[src/rtl/hdmi_pkg.sv]
// Shared constants for HDMI 1.4 data-island packet assembly.
// Latency: n/a (constants only).
// Backpressure: n/a.
package hdmi_pkg;

  // BCH generator G(x)=1+x^6+x^7+x^8, in the reflected form used by the LSB-first serial update
  localparam logic [7:0] BCH_POLY = 8'h83;

  // Packet geometry in bits and pixels
  localparam int PKT_LEN  = 32;
  localparam int HDR_BITS = 24;
  localparam int SUB_BITS = 56;

  localparam logic [4:0] LAST_PIXEL = 5'(PKT_LEN - 1);
  localparam logic [4:0] HDR_PIXELS = 5'(HDR_BITS);
  localparam logic [4:0] SUB_PIXELS = 5'(SUB_BITS / 2);

endpackage

[src/rtl/bch_ecc_step.sv]
// One serial BCH ECC update for a single LSB-first data bit.
// Latency: combinational.
// Backpressure: none.
module bch_ecc_step
  import hdmi_pkg::*;
(
  input  logic [7:0] ecc_in,
  input  logic       data,
  output logic [7:0] ecc_out
);

  assign ecc_out = (ecc_in >> 1) ^ ((ecc_in[0] ^ data) ? BCH_POLY : 8'h00);

endmodule

[src/rtl/packet_assembler.sv]
// Serialises a header and four subpackets into 32 pixels of data-island bits with BCH ECC.
// Latency: packet_data/packet_end are combinational from the pixel counter and ECC state.
// Backpressure: none; upstream must hold header/sub stable for the full 32-pixel packet.
module packet_assembler
  import hdmi_pkg::*;
(
  input  logic              clk_pixel,
  input  logic              rst_n,
  input  logic              data_island_period,
  input  logic [23:0]       header,
  input  logic [3:0][55:0]  sub,
  output logic [4:0]        counter,
  output logic [8:0]        packet_data,
  output logic              packet_end
);

  logic       active;
  logic       ecc_clear;
  logic       hdr_phase;
  logic       sub_phase;
  logic [7:0] hdr_ecc;
  logic [7:0] hdr_ecc_next;
  logic       hdr_bit;
  logic [3:0] even_bits;
  logic [3:0] odd_bits;

  // Outputs are forced quiet while reset is held, even if an island is signalled
  assign active    = data_island_period & rst_n;
  assign ecc_clear = !data_island_period || (counter == LAST_PIXEL);
  assign hdr_phase = counter < HDR_PIXELS;
  assign sub_phase = counter < SUB_PIXELS;

  // Pixel index: runs freely through back-to-back packets, restarts whenever the island drops
  always_ff @(posedge clk_pixel or negedge rst_n) begin
    if (!rst_n) begin
      counter <= '0;
    end else if (!data_island_period) begin
      counter <= '0;
    end else begin
      counter <= counter + 5'd1;
    end
  end

  bch_ecc_step u_hdr_step (
    .ecc_in  (hdr_ecc),
    .data    (header[counter]),
    .ecc_out (hdr_ecc_next)
  );

  // Header ECC accumulates one bit per data pixel, then holds while its bits are sent
  always_ff @(posedge clk_pixel or negedge rst_n) begin
    if (!rst_n) begin
      hdr_ecc <= '0;
    end else if (ecc_clear) begin
      hdr_ecc <= '0;
    end else if (hdr_phase) begin
      hdr_ecc <= hdr_ecc_next;
    end
  end

  // During ECC pixels (24..31) the low three counter bits index the ECC byte directly
  assign hdr_bit = hdr_phase ? header[counter] : hdr_ecc[counter[2:0]];

  for (genvar g = 0; g < 4; g++) begin : g_sub
    logic [7:0] sub_ecc;
    logic [7:0] sub_ecc_mid;
    logic [7:0] sub_ecc_next;

    // Even bit first, odd bit second: two chained steps per pixel
    bch_ecc_step u_even_step (
      .ecc_in  (sub_ecc),
      .data    (sub[g][{counter, 1'b0}]),
      .ecc_out (sub_ecc_mid)
    );

    bch_ecc_step u_odd_step (
      .ecc_in  (sub_ecc_mid),
      .data    (sub[g][{counter, 1'b1}]),
      .ecc_out (sub_ecc_next)
    );

    // Subpacket ECC accumulates two bits per data pixel, then holds while its bits are sent
    always_ff @(posedge clk_pixel or negedge rst_n) begin
      if (!rst_n) begin
        sub_ecc <= '0;
      end else if (ecc_clear) begin
        sub_ecc <= '0;
      end else if (sub_phase) begin
        sub_ecc <= sub_ecc_next;
      end
    end

    // During ECC pixels (28..31) the low two counter bits select an ECC bit pair
    assign even_bits[g] = sub_phase ? sub[g][{counter, 1'b0}] : sub_ecc[{counter[1:0], 1'b0}];
    assign odd_bits[g]  = sub_phase ? sub[g][{counter, 1'b1}] : sub_ecc[{counter[1:0], 1'b1}];
  end

  assign packet_data = active ? {odd_bits, even_bits, hdr_bit} : 9'h000;
  assign packet_end  = active && (counter == LAST_PIXEL);

endmodule

[config.mk]
export PLATFORM = sky130hd
export DESIGN_NAME = packet_assembler
export DESIGN_NICKNAME = d
export VERILOG_FILES = /design/src/rtl/hdmi_pkg.sv /design/src/rtl/bch_ecc_step.sv /design/src/rtl/packet_assembler.sv
export SDC_FILE = /design/constraint.sdc
export NUM_CORES = 1
export LEC_CHECK = 0
export CAP_MARGIN = 5
export CORE_ASPECT_RATIO = 0.9
export CORE_UTILIZATION = 42
export CTS_BUF_LIST = sky130_fd_sc_hd__clkbuf_8
export DETAILED_ROUTE_END_ITERATION = 12
export PLACE_DENSITY = 0.92
export SETUP_SLACK_MARGIN = 0.4
export SYNTH_ARGS = -nofsm -noshare
export SYNTH_HDL_FRONTEND = slang
export SYNTH_HIERARCHICAL = 1
export SYNTH_SLANG_ARGS = --single-unit
[constraint.sdc]
create_clock -name clk_pixel -period 3.4 [get_ports clk_pixel]
set_input_delay 0.85 -clock clk_pixel [delete_from_list [all_inputs] [get_ports clk_pixel]]
set_output_delay 0.85 -clock clk_pixel [all_outputs]
set_load 0.05 [all_outputs]
==> results.md, run 1 <==
- Status: finished, final reports clean
- Fin cells: 846
- Core ar.: 11700 sq um
- Critical path data required time: 2550 ps
- WL final: 19.3 mm
- CP Data Arrival Time: 2330 ps
- Combinational share of power: 58.6%
- Synthesized flop and latch total: 45
- Number of global-route vias before repair: 5299
- Area growth syn-to-layout: 62.9%
- Number of flops mapped to enable cells by yosys: 0
- Hold Vio Cnt, Final: 0
- CP max FO: 2
- CTS buffer count: 5
- Die X: 118 microns
- Crit share post-route: 93.4%
- Die ar.: 12600 sq um
- Worst vdd ir: 0.000234 V
- Leading post-synthesis cells by cell area: mux4_2, dfrtp_1, xor3_1, buf_4, mux2_2
- Placement row count: 37
- Vias: 4885
- Netlist cell types: 44
- DRC Markers: 0
- Post-synth top cells: nand2_1, mux4_2, buf_4
- Antenna viol nets, final: 0
- Post-Place Cells: 813
- Avg Synthesized Cell Area: 11.3 sq um
- CTS tree: done
- Clock Pin Slew Worst Setup and Hold Paths: 80 ps
- Initial cell density of the core: 43.9%
- PwrDens: 351 nW/um^2
- Fin nets: 939
- Count leader, synth: nand2_1
- Worst slew pin tran: 559 ps
- Final Max Tran Viols: 0
- Clk root buf: clkbuf_8
- Drt pass-1 iters: 4
- Worst setup EP type: primary output
- Largest net degree at the start of global routing: 44
- Sw Pwr: 939 uW
- Post-DP HPWL: 14.4 mm
- Clk_skew: 5.26 ps
- Post-route worst setup slack: 224 ps
- Main synth FF type: dfrtp_1
- Global-route wire length before repair: 28.8 mm
- Vias per std cell: 5.77
- Iter 0 DRT Violations: 243
- Clk_lat worst skew: 300 ps
- Synthesis warning total: 6
- Place WS: -196 ps
- Relative slew slack: 62.7%
- H-tree depth: 2
- Leak Pwr: 0.00362 uW
- Clk sink count: 45
- RSZ-0062 raised after global routing: yes
- Routed wire per std cell: 22.8 microns
- Flop pwr share: 27.3%
- Synth Instances: 451
- Post-synthesis net count: 704
- Internal: 1990 uW
- Total congestion overflow: 0
- Worst hold path class: input port to asynchronous set/reset pin
- Initial antenna violation count: 2
- Clock Path Buffers: 2
- Max-Cap Viols: 0
- Max Clock Freq: 315 MHz
- Startpoint types: input port
- Ports: 266
- Seq/Total Area, Yosys: 22.0%
- Final Wtd Congestion: 0.944
- Ys async rst share: 100%
- Netlist Area Pre-Place: 5120 sq um
- Final min period: 3180 ps
- Pwr Total: 2930 uW
- Die Ht: 107 microns
- Clock network fraction of total power: 14.1%
- Buffers on Ports: 265
- Sw frac: 32.1%
- All-layer global routing usage: 30.0%
- Setup Crit Path Kind: input port to primary output
- Synth area leader: mux4_2
- Share of the synthesized area in the top cell type: 24.2%
- Share of cells above drive strength 1: 33.9%
- Final setup vio count: 0
## kinds of logic after synthesis
group                      after synthesis  synth area share (%)
AOI/OAI and AO/OA                       95                  13.6
xor gates and xnor gates                29                  10.2
adders and majority gates                2                 0.489
buffers and inverters                   92                  12.2
DFF                                     45                  22.0
muxes                                   94                  33.1
and+or+nand+nor                         94                  8.39
## layout make-up
cell class / count / area [sq um]
antenna: 3 / 7.51
clock buffer: 6 / 82.6
clock inverter: 2 / 33.8
fill: 835 / 3330
inverter: 9 / 35.0
multi-input combinational: 314 / 3880
sequential: 45 / 1140
tap: 156 / 195
timing repair buffer: 311 / 2970
## cells in the final DEF (no fill, tap or decap), drive strengths merged, types with 2 or more instances in the layout
cell type and count:
nand2 60, nor3 4, diode 3, clkdlybuf4s50 42, nor2b 4, nand3 5, mux4 56, xor2 10
nor3b 2, dfrtp 45, xor3 18, o211ai 7, mux2i 8, dlygate4sd2 188, mux2 30, nor2 4
and3b 2, clkbuf 8, and3 3, inv 9, a31oi 2, clkdlybuf4s15 21, a22o 31, a21oi 19
a22oi 9, and2 5, ha 2, buf 55, nand2b 5, a221oi 7, dlymetal6s2s 2, o21ai 16
## final timing paths
| path | start | to | slack [ps] | cells after the start |
|---|---|---|---|---|
| max in group asynchronous | rst_n | counter[0] | 2240 | 2 |
| worst min register to register | g_sub[0].sub_ecc[5] | g_sub[0].sub_ecc[3] | 520 | 1 |
| worst min-delay path | rst_n | counter[1] | 360 | 1 |
| min in group clk_pixel | g_sub[0].sub_ecc[5] | g_sub[0].sub_ecc[3] | 520 | 1 |
| worst max-delay path | sub[163] | packet_data[7] | 220 | 8 |
| worst max register to register | counter[0] | g_sub[2].sub_ecc[0] | 420 | 12 |
## per-layer routing
layer  track usage (%)  part of all wire (%)  vias to the layer above
met3              6.60                   7.1                       30
met5                 0                     0                        -
met1              35.5                    37                     2461
met4              8.33                   2.3                        0
li1                  -                     -                     2154
met2              55.0                    53                      240
## power groups by stage
stage          clock network (uW)  registers [uW]  logic [uW]
2_1_floorplan                   0             768        1280
4_1_cts                       421             795        1670
3_3_place_gp                    0             798        1540
5_1_grt                       446             814        1820
3_5_place_dp                    0             815        1600
6_report                      414             799        1720
## registers in the layout, indices dropped and copies added, names as in the netlist
register and count:
counter 5, hdr_ecc 8, g_sub.sub_ecc 32
## repair_timing
item                       CTS  global route
hold buffers                 0             0
setup endpoints to repair   21            18
setup buffers                9             8
gates resized for setup    340            17
pin swaps                   67            14
gates cloned                 2             3
## stage by stage
| stage | instance area (sq um) | utilization, % | setup TNS, ps | hold WS, ps |
|---|---|---|---|---|
| floorplan | 5160 | - | 0 | 492 |
| global placement | 7640 | 65.5 | -562 | 495 |
| detailed placement | 7640 | 65.5 | -689 | 502 |
| CTS | 8130 | 69.7 | 0 | 353 |
| global route | 8330 | 71.4 | 0 | 346 |
| finish | 8330 | 71.4 | 0 | 359 |
## critical path, cell delays in order
cell and delay [ps]:
clkdlybuf4s50_1 430, mux2_2 280, a22oi_1 170, nand2_1 110, o21ai_1 120, buf_4 140, o21ai_4 60, buf_6 150
Power figures use the tool's default switching activity.
==> run 2: changes to the inputs <==
--- a/config.mk
+++ b/config.mk
@@ -7,10 +7,10 @@
 export LEC_CHECK = 0
 export CAP_MARGIN = 5
 export CORE_ASPECT_RATIO = 0.9
-export CORE_UTILIZATION = 42
+export CORE_UTILIZATION = 45
 export CTS_BUF_LIST = sky130_fd_sc_hd__clkbuf_8
 export DETAILED_ROUTE_END_ITERATION = 12
-export PLACE_DENSITY = 0.92
+export PLACE_DENSITY = 0.95
 export SETUP_SLACK_MARGIN = 0.4
 export SYNTH_ARGS = -nofsm -noshare
 export SYNTH_HDL_FRONTEND = slang
==> constraint.sdc (replaced) <==
create_clock -name clk_pixel -period 3.7 [get_ports clk_pixel]
set_input_delay 0.925 -clock clk_pixel [delete_from_list [all_inputs] [get_ports clk_pixel]]
set_output_delay 0.925 -clock clk_pixel [all_outputs]
set_load 0.05 [all_outputs]
==> results.md, run 2 (synthesized netlist as in run 1, its figures left out) <==
- CP bufs+invs: 2 (was 3)
- Leak Pwr: 0.00380 uW (was 0.00362 uW)
- Total congestion overflow: 0 (unchanged)
- Worst reg2reg path depth: 11 (was 12)
- Met3 routed wirelength: 1.46 mm (was 1.38 mm)
- Final setup TNS: 0 ps (unchanged)
- Final Util: 75.4% (was 71.4%)
- Buffers on Ports: 265 (unchanged)
- Ports: 266 (unchanged)
- Clk sink count: 45 (unchanged)
- Met2 wire length: 10.5 mm (was 10.3 mm)
- Setup Crit Path Kind: input port to primary output (unchanged)
- Area growth syn-to-layout: 61.3% (was 62.9%)
- Clk_skew: 7.05 ps (was 5.26 ps)
- FF-to-FF Start: counter[0] (unchanged)
- Drt pass-1 iters: 5 (was 4)
- Final Max Tran Viols: 0 (unchanged)
- Die ar.: 11800 sq um (was 12600 sq um)
- Commonest non-fill, non-tap cells in the layout: dlygate4sd2_1, mux4_2, clkdlybuf4s50_1, nand2_1, dfrtp_1 (was dlygate4sd2_1, mux4_2, nand2_1, clkdlybuf4s50_1, dfrtp_1)
- Global-route wire length before repair: 29.3 mm (was 28.8 mm)
- Die X: 114 microns (was 118 microns)
- Final Wtd Congestion: 1.01 (was 0.944)
- RSZ-0062 raised after global routing: yes (unchanged)
- H-tree depth: 2 (unchanged)
- Share of cells above drive strength 1: 32.6% (was 33.9%)
- Internal reg-to-reg setup slack: 550 ps (was 420 ps)
- Critical path cell sequence: clkdlybuf4s50_1 > nor2b_2 > a211oi_1 > nor3_2 > a21oi_4 > a31oi_4 > buf_6 (was clkdlybuf4s50_1 > mux2_2 > a22oi_1 > nand2_1 > o21ai_1 > buf_4 > o21ai_4 > buf_6)
- CP max-delay cell: clkdlybuf4s50_1 (unchanged)
- Initial cell density of the core: 46.8% (was 43.9%)
- Post-DP HPWL: 15.3 mm (was 14.4 mm)
- Max stage delay on crit path: 460 ps (was 430 ps)
- Clk_lat worst skew: 310 ps (was 300 ps)
- Vias: 4974 (was 4885)
- Clock Pin Slew Worst Setup and Hold Paths: 80 ps (about the same)
- CP max FO: 2 (unchanged)
- CP delay by family, top: buffers and inverters (unchanged)
- Die Ht: 103 microns (was 107 microns)
- Antenna viol nets, final: 0 (unchanged)
- Post-Place Cells: 807 (was 813)
- Crit share post-route: 89.3%
- DRC Markers: 0 (unchanged)
- Core ar.: 10900 sq um (was 11700 sq um)
- Placed inst area: 7680 sq um (was 7640 sq um)
- Metal-1 WL: 7.53 mm (was 7.20 mm)
- Final min period: 3300 ps
- Worst slew pin tran: 536 ps (was 559 ps)
- Largest register FFs: 32 (unchanged)
- Max-Cap Viols: 0 (unchanged)
- Status: finished, final reports clean (unchanged)
- Place WS: 19.6 ps (was -196 ps)
- DR top layer: met5 (was met4)
- Relative slew slack: 64.2% (was 62.7%)
- Routed wire per std cell: 23.7 microns (was 22.8 microns)
- Reg2reg end: g_sub[1].sub_ecc[1] (was g_sub[2].sub_ecc[0])
- All-layer global routing usage: 33.9% (was 30.0%)
- CP Data Arrival Time: 2380 ps (was 2330 ps)
- Top reg by flops: g_sub.sub_ecc (unchanged)
- Final setup vio count: 0 (unchanged)
- Fin nets: 937 (was 939)
- Worst vdd ir: 0.000196 V (was 0.000234 V)
- Post-route worst setup slack: 395 ps (was 224 ps)
- Placement row count: 36 (was 37)
- Worst hold path class: input port to asynchronous set/reset pin (unchanged)
- Largest net degree at the start of global routing: 38 (was 44)
- Critical path data required time: 2770 ps (was 2550 ps)
- Final instance area: 8260 sq um (was 8330 sq um)
- Max Clock Freq: 303 MHz
- Largest regs: g_sub.sub_ecc x32, hdr_ecc x8, counter x5 (unchanged)
- Clk root buf: clkbuf_8 (unchanged)
- Startpoint types: input port (unchanged)
- Vias per std cell: 5.91 (was 5.77)
- Clock Path Buffers: 2 (unchanged)
- CTS tree: done (unchanged)
- Initial antenna violation count: 6 (was 2)
- Fin cells: 842 (was 846)
- PwrDens: 311 nW/um^2 (was 351 nW/um^2)
- Iter 0 DRT Violations: 350 (was 243)
- Number of global-route vias before repair: 5219 (was 5299)
- Commonest non-fill, non-tap cell in the layout: dlygate4sd2_1 (unchanged)
- CTS buffer count: 5 (unchanged)
- Hold Vio Cnt, Final: 0 (unchanged)
- Worst setup EP type: primary output (unchanged)
- WL final: 20.0 mm (was 19.3 mm)
==> run 2: metal layers <==
layer	GRT usage, %	up-vias
met1	39.9	2501
met5	0	-
met3	5.70	35
met4	10.6	2
met2	63.8	286
li1	-	2150
==> run 2: worst reg2reg max path, delay by kind of cell, from the launching register on <==
family                    cells  cell delay, ps
buffers and inverters         4             510
AOI/OAI and AO/OA             4             790
DFF                           1             590
xor gates and xnor gates      2             870
muxes                         1             320
==> run 2: power by group <==
group / internal (uW) / switching [uW]
Sequential: 605 / 131
Clock: 126 / 168
Combinational: 977 / 558
Total: 1710 / 857
==> run 2: what timing repair did <==
item | in CTS | in global routing
resized for setup | 262 | 48
setup buffers | 14 | 8
setup endpoints to repair | 12 | 9
hold endpoints to repair | 0 | 0
pin swaps | 55 | 38
hold buffers | 0 | 0
==> run 2: worst max path at each step <==
stage                from                  end  slack, ps  cells after the start
3_5_place_dp      sub[84]  g_sub[1].sub_ecc[1]         20                      9
3_3_place_gp      sub[84]  g_sub[1].sub_ecc[0]        120                      9
4_1_cts          sub[131]       packet_data[7]        390                      7
5_1_grt          sub[108]       packet_data[2]        350                      7
2_1_floorplan  counter[0]       packet_data[7]        380                      8
6_report          sub[97]       packet_data[6]        400                      7
==> run 2: area by class of cell <==
type                    count  area (sq um)
repair buffers            309          2990
multi-input cells         314          3810
inverters                   9          33.8
flip-flops and latches     45          1140
clock buffers               5          68.8
diodes                      5          12.5
clock inverters             3          11.3
fillers                   766          2690
well taps                 152           190
==> run 2: stage by stage <==
stage | total power (uW) | hold slack [ps]
final | 2570 | 483
after global routing | 2680 | 491
after CTS | 2530 | 481
after detailed placement | 2200 | 502
after global placement | 2130 | 494
after floorplan | 1880 | 492
==> run 3: changes to the inputs <==
--- a/config.mk
+++ b/config.mk
@@ -5,9 +5,10 @@
 export SDC_FILE = /design/constraint.sdc
 export NUM_CORES = 1
 export LEC_CHECK = 0
+export ABC_AREA = 1
 export CAP_MARGIN = 5
 export CORE_ASPECT_RATIO = 0.9
-export CORE_UTILIZATION = 45
+export CORE_UTILIZATION = 47
 export CTS_BUF_LIST = sky130_fd_sc_hd__clkbuf_8
 export DETAILED_ROUTE_END_ITERATION = 12
 export PLACE_DENSITY = 0.95
==> results.md, run 3 <==
- Drt pass-1 iters: 6 (was 5)
- WL final: 22.1 mm (was 20.0 mm)
- Buffers on Ports: 265 (unchanged)
- Clock Pin Slew Worst Setup and Hold Paths: 80 ps (about the same)
- Worst reg2reg path depth: 19 (was 11)
- Placement row count: 38 (was 36)
- Final setup vio count: 0 (unchanged)
- PwrDens: 291 nW/um^2 (was 311 nW/um^2)
- Total congestion overflow: 0 (unchanged)
- Max-Cap Viols: 0 (unchanged)
- Fin nets: 1515 (was 937)
- Clk_lat worst skew: 300 ps (was 310 ps)
- Die Ht: 108 microns (was 103 microns)
- DRC Markers: 0 (unchanged)
- Share of the synthesized area in the top cell type: 19.3% (was 24.2%)
- Place WS: 174 ps (was 19.6 ps)
- Final min period: 3320 ps (was 3300 ps)
- CP max-delay cell: clkdlybuf4s50_1 (unchanged)
- Max Clock Freq: 301 MHz (was 303 MHz)
- Worst slew pin tran: 933 ps (was 536 ps)
- Routed wire per std cell: 15.5 microns (was 23.7 microns)
- CTS buffer count: 5 (unchanged)
- WHS Endpoint: g_sub[1].sub_ecc[2]
- Largest regs: g_sub.sub_ecc x32, hdr_ecc x8, counter x5 (unchanged)
- Synthesis warning total: 6 (unchanged)
- Clock Path Buffers: 2 (unchanged)
- Final hold slack: 524 ps (was 483 ps)
- Share of cells above drive strength 1: 7.21% (was 32.6%)
- Setup Crit Path Kind: input port to primary output (unchanged)
- Hold Vio Cnt, Final: 0 (unchanged)
- Worst setup EP type: primary output (unchanged)
- Antenna viol nets, final: 0 (unchanged)
- Fill cell count: 963 (was 766)
- Synth Instances: 1081 (was 451)
- Leading post-synthesis cells by cell area: dfrtp_1, nand2_1, nand3_1, nor2_1, o21ai_0 (was mux4_2, dfrtp_1, xor3_1, buf_4, mux2_2)
- Core ar.: 12100 sq um (was 10900 sq um)
- Critical path data required time: 2770 ps (about the same)
- Hold path start: g_sub[1].sub_ecc[4]
- Avg Synthesized Cell Area: 5.40 sq um (was 11.3 sq um)
- Netlist Area Pre-Place: 5840 sq um (was 5120 sq um)
- Iter 0 DRT Violations: 748 (was 350)
- Combinational share of power: 57.0% (was 59.8%)
- Met1 usage in global routing: 40.6% (was 39.9%)
- CTS Hold Bufs: 0 (unchanged)
- Vias per std cell: 5.43 (was 5.91)
- Area growth syn-to-layout: 47.6% (was 61.3%)
- Largest register FFs: 32 (unchanged)
- Die ar.: 12900 sq um (was 11800 sq um)
- Final Max Tran Viols: 0 (unchanged)
- Clock network fraction of total power: 15.4% (was 11.5%)
- Fin cells: 1424 (was 842)
- Worst hold path class: flop to flop (was input port to asynchronous set/reset pin)
- Synth area leader: dfrtp_1 (was mux4_2)
- Global-route wire length before repair: 34.2 mm (was 29.3 mm)
- Top reg by flops: g_sub.sub_ecc (unchanged)
- Worst vdd ir: 0.000163 V (was 0.000196 V)
- Clk sink count: 45 (unchanged)
- Largest net degree at the start of global routing: 79 (was 38)
- Post-synth top cells: nand2_1, nand3_1, nor2_1 (was nand2_1, mux4_2, buf_4)
- Die X: 119 microns (was 114 microns)
- Netlist cell types: 22 (was 44)
- Hold path depth: 2
- All-layer global routing usage: 33.2% (was 33.9%)
- Leak Pwr: 0.00419 uW (was 0.00380 uW)
- Final setup TNS: 0 ps (unchanged)
- GR Util met2: 57.8% (was 63.8%)
- Relative slew slack: 37.7% (was 64.2%)
- FF/Latch Area: 1130 sq um (was 1140 sq um)
- RSZ-0062 raised after global routing: yes (unchanged)
- Final Wtd Congestion: 0.906 (was 1.01)
- Post-route worst setup slack: 375 ps (was 395 ps)
- Pwr Total: 2510 uW (was 2570 uW)
- Synthesized flop and latch total: 45 (unchanged)
- Critical path cell sequence: clkdlybuf4s50_1 > nor2_1 > nor2_1 > o21ai_1 > nand3_1 > nand3_1 > nand2_1 > nand2_2 > a21oi_4 > buf_12 (was clkdlybuf4s50_1 > nor2b_2 > a211oi_1 > nor3_2 > a21oi_4 > a31oi_4 > buf_6)
- Grt peak-use layer: met2 (unchanged)
- CTS tree: done (unchanged)
- Number of global-route vias before repair: 7014 (was 5219)
- FF-to-FF Start: counter[2] (was counter[0])
- Number of flops mapped to enable cells by yosys: 0 (unchanged)
- Crit share post-route: 89.9% (was 89.3%)
- Initial cell density of the core: 48.4% (was 46.8%)
- Post-DP HPWL: 16.0 mm (was 15.3 mm)
- Count leader, synth: nand2_1 (unchanged)
- Post-synthesis net count: 1334 (was 704)
- Sw frac: 42.2% (was 33.4%)
- Initial antenna violation count: 1 (was 6)
- Seq/Total Area, Yosys: 19.3% (was 22.0%)
- CP max FO: 2 (unchanged)
- Internal: 1450 uW (was 1710 uW)
- Vias: 7728 (was 4974)
- Clk_skew: 5.07 ps (was 7.05 ps)
- Reg2reg end: g_sub[1].sub_ecc[1] (unchanged)
- Max stage delay on crit path: 460 ps (about the same)
- H-tree depth: 2 (unchanged)
- Startpoint types: input port (unchanged)
- Ports: 266 (unchanged)
- Flop pwr share: 27.6% (was 28.7%)
- Ys async rst share: 100% (unchanged)
- Commonest non-fill, non-tap cells in the layout: nand2_1, clkdlybuf4s50_1, nand3_1, nor2_1, inv_1 (was dlygate4sd2_1, mux4_2, clkdlybuf4s50_1, nand2_1, dfrtp_1)
- Met3 Use GR: 6.04% (was 5.70%)
- Sw Pwr: 1060 uW (was 857 uW)
- CP Data Arrival Time: 2400 ps (was 2380 ps)
- Commonest non-fill, non-tap cell in the layout: nand2_1 (was dlygate4sd2_1)
- Status: finished, final reports clean (unchanged)
- Post-Place Cells: 1409 (was 807)
- Main synth FF type: dfrtp_1 (unchanged)
- Clk root buf: clkbuf_8 (unchanged)
- Multi-input gate area: 3710 sq um (was 3810 sq um)
- Internal reg-to-reg setup slack: 910 ps (was 550 ps)
run 3: per-layer routing:
layer	wire length, microns	share of wire, %
met4	977	4.4
met2	10400	47
met3	2050	9.3
met5	0	0
met1	8690	39
run 3: power groups by stage:
stage               combinational [uW]  sequential, uW  clock (uW)
finish                            1430             692         386
CTS                               1370             692         386
floorplan                         1020             677           0
global placement                  1290             697           0
global route                      1590             710         406
detailed placement                1340             703           0
run 3: worst max-delay path, delay by kind of cell:
family                 cells  cell delay, ps
buffers and inverters      2             620
AO/OA/AOI/OAI              2             280
AND/OR/NAND/NOR            6             570
run 3: kinds of logic (layout without fill, tap and decap cells):
group	Yosys count	after routing	share of synthesized area, %
compound gates	163	163	14.1
fa+ha+maj	2	2	0.428
buf+inv	233	414	20.8
flops	45	45	19.3
other cells	0	1	0
simple gates	638	639	45.4
run 3: repair_timing:
action	CTS	global route
buffers inserted	2	3
pin swaps	27	55
setup endpoints to repair	10	10
gates cloned	0	1
resized for setup	41	45
run 3: worst max-delay path by stage:
| stage | startpoint | end | slack [ps] | depth (start not counted) |
|---|---|---|---|---|
| after floorplan | counter[0] | packet_data[3] | 470 | 11 |
| after global placement | sub[100] | packet_data[2] | 180 | 10 |
| after detailed placement | sub[100] | packet_data[2] | 170 | 10 |
| after CTS | sub[209] | packet_data[8] | 380 | 10 |
| after global routing | sub[44] | packet_data[1] | 310 | 10 |
| final | sub[44] | packet_data[1] | 380 | 10 |
run 3: cell type report:
cell class	count	share of cell area, %
repair buffers	287	34.8
well taps	160	2.32
flip-flops and latches	45	13.1
inverters	119	5.36
diodes	1	0.0290
clock inverters	2	0.392
multi-input cells	804	43.0
clock buffers	6	0.958
run 3: stage by stage:
stage / utilization (%) / cell area, sq um
after floorplan: - / 5840
after CTS: 69.9 / 8440
after global routing: 71.4 / 8620
after detailed placement: 68.0 / 8210
final: 71.4 / 8620
after global placement: 68.0 / 8210
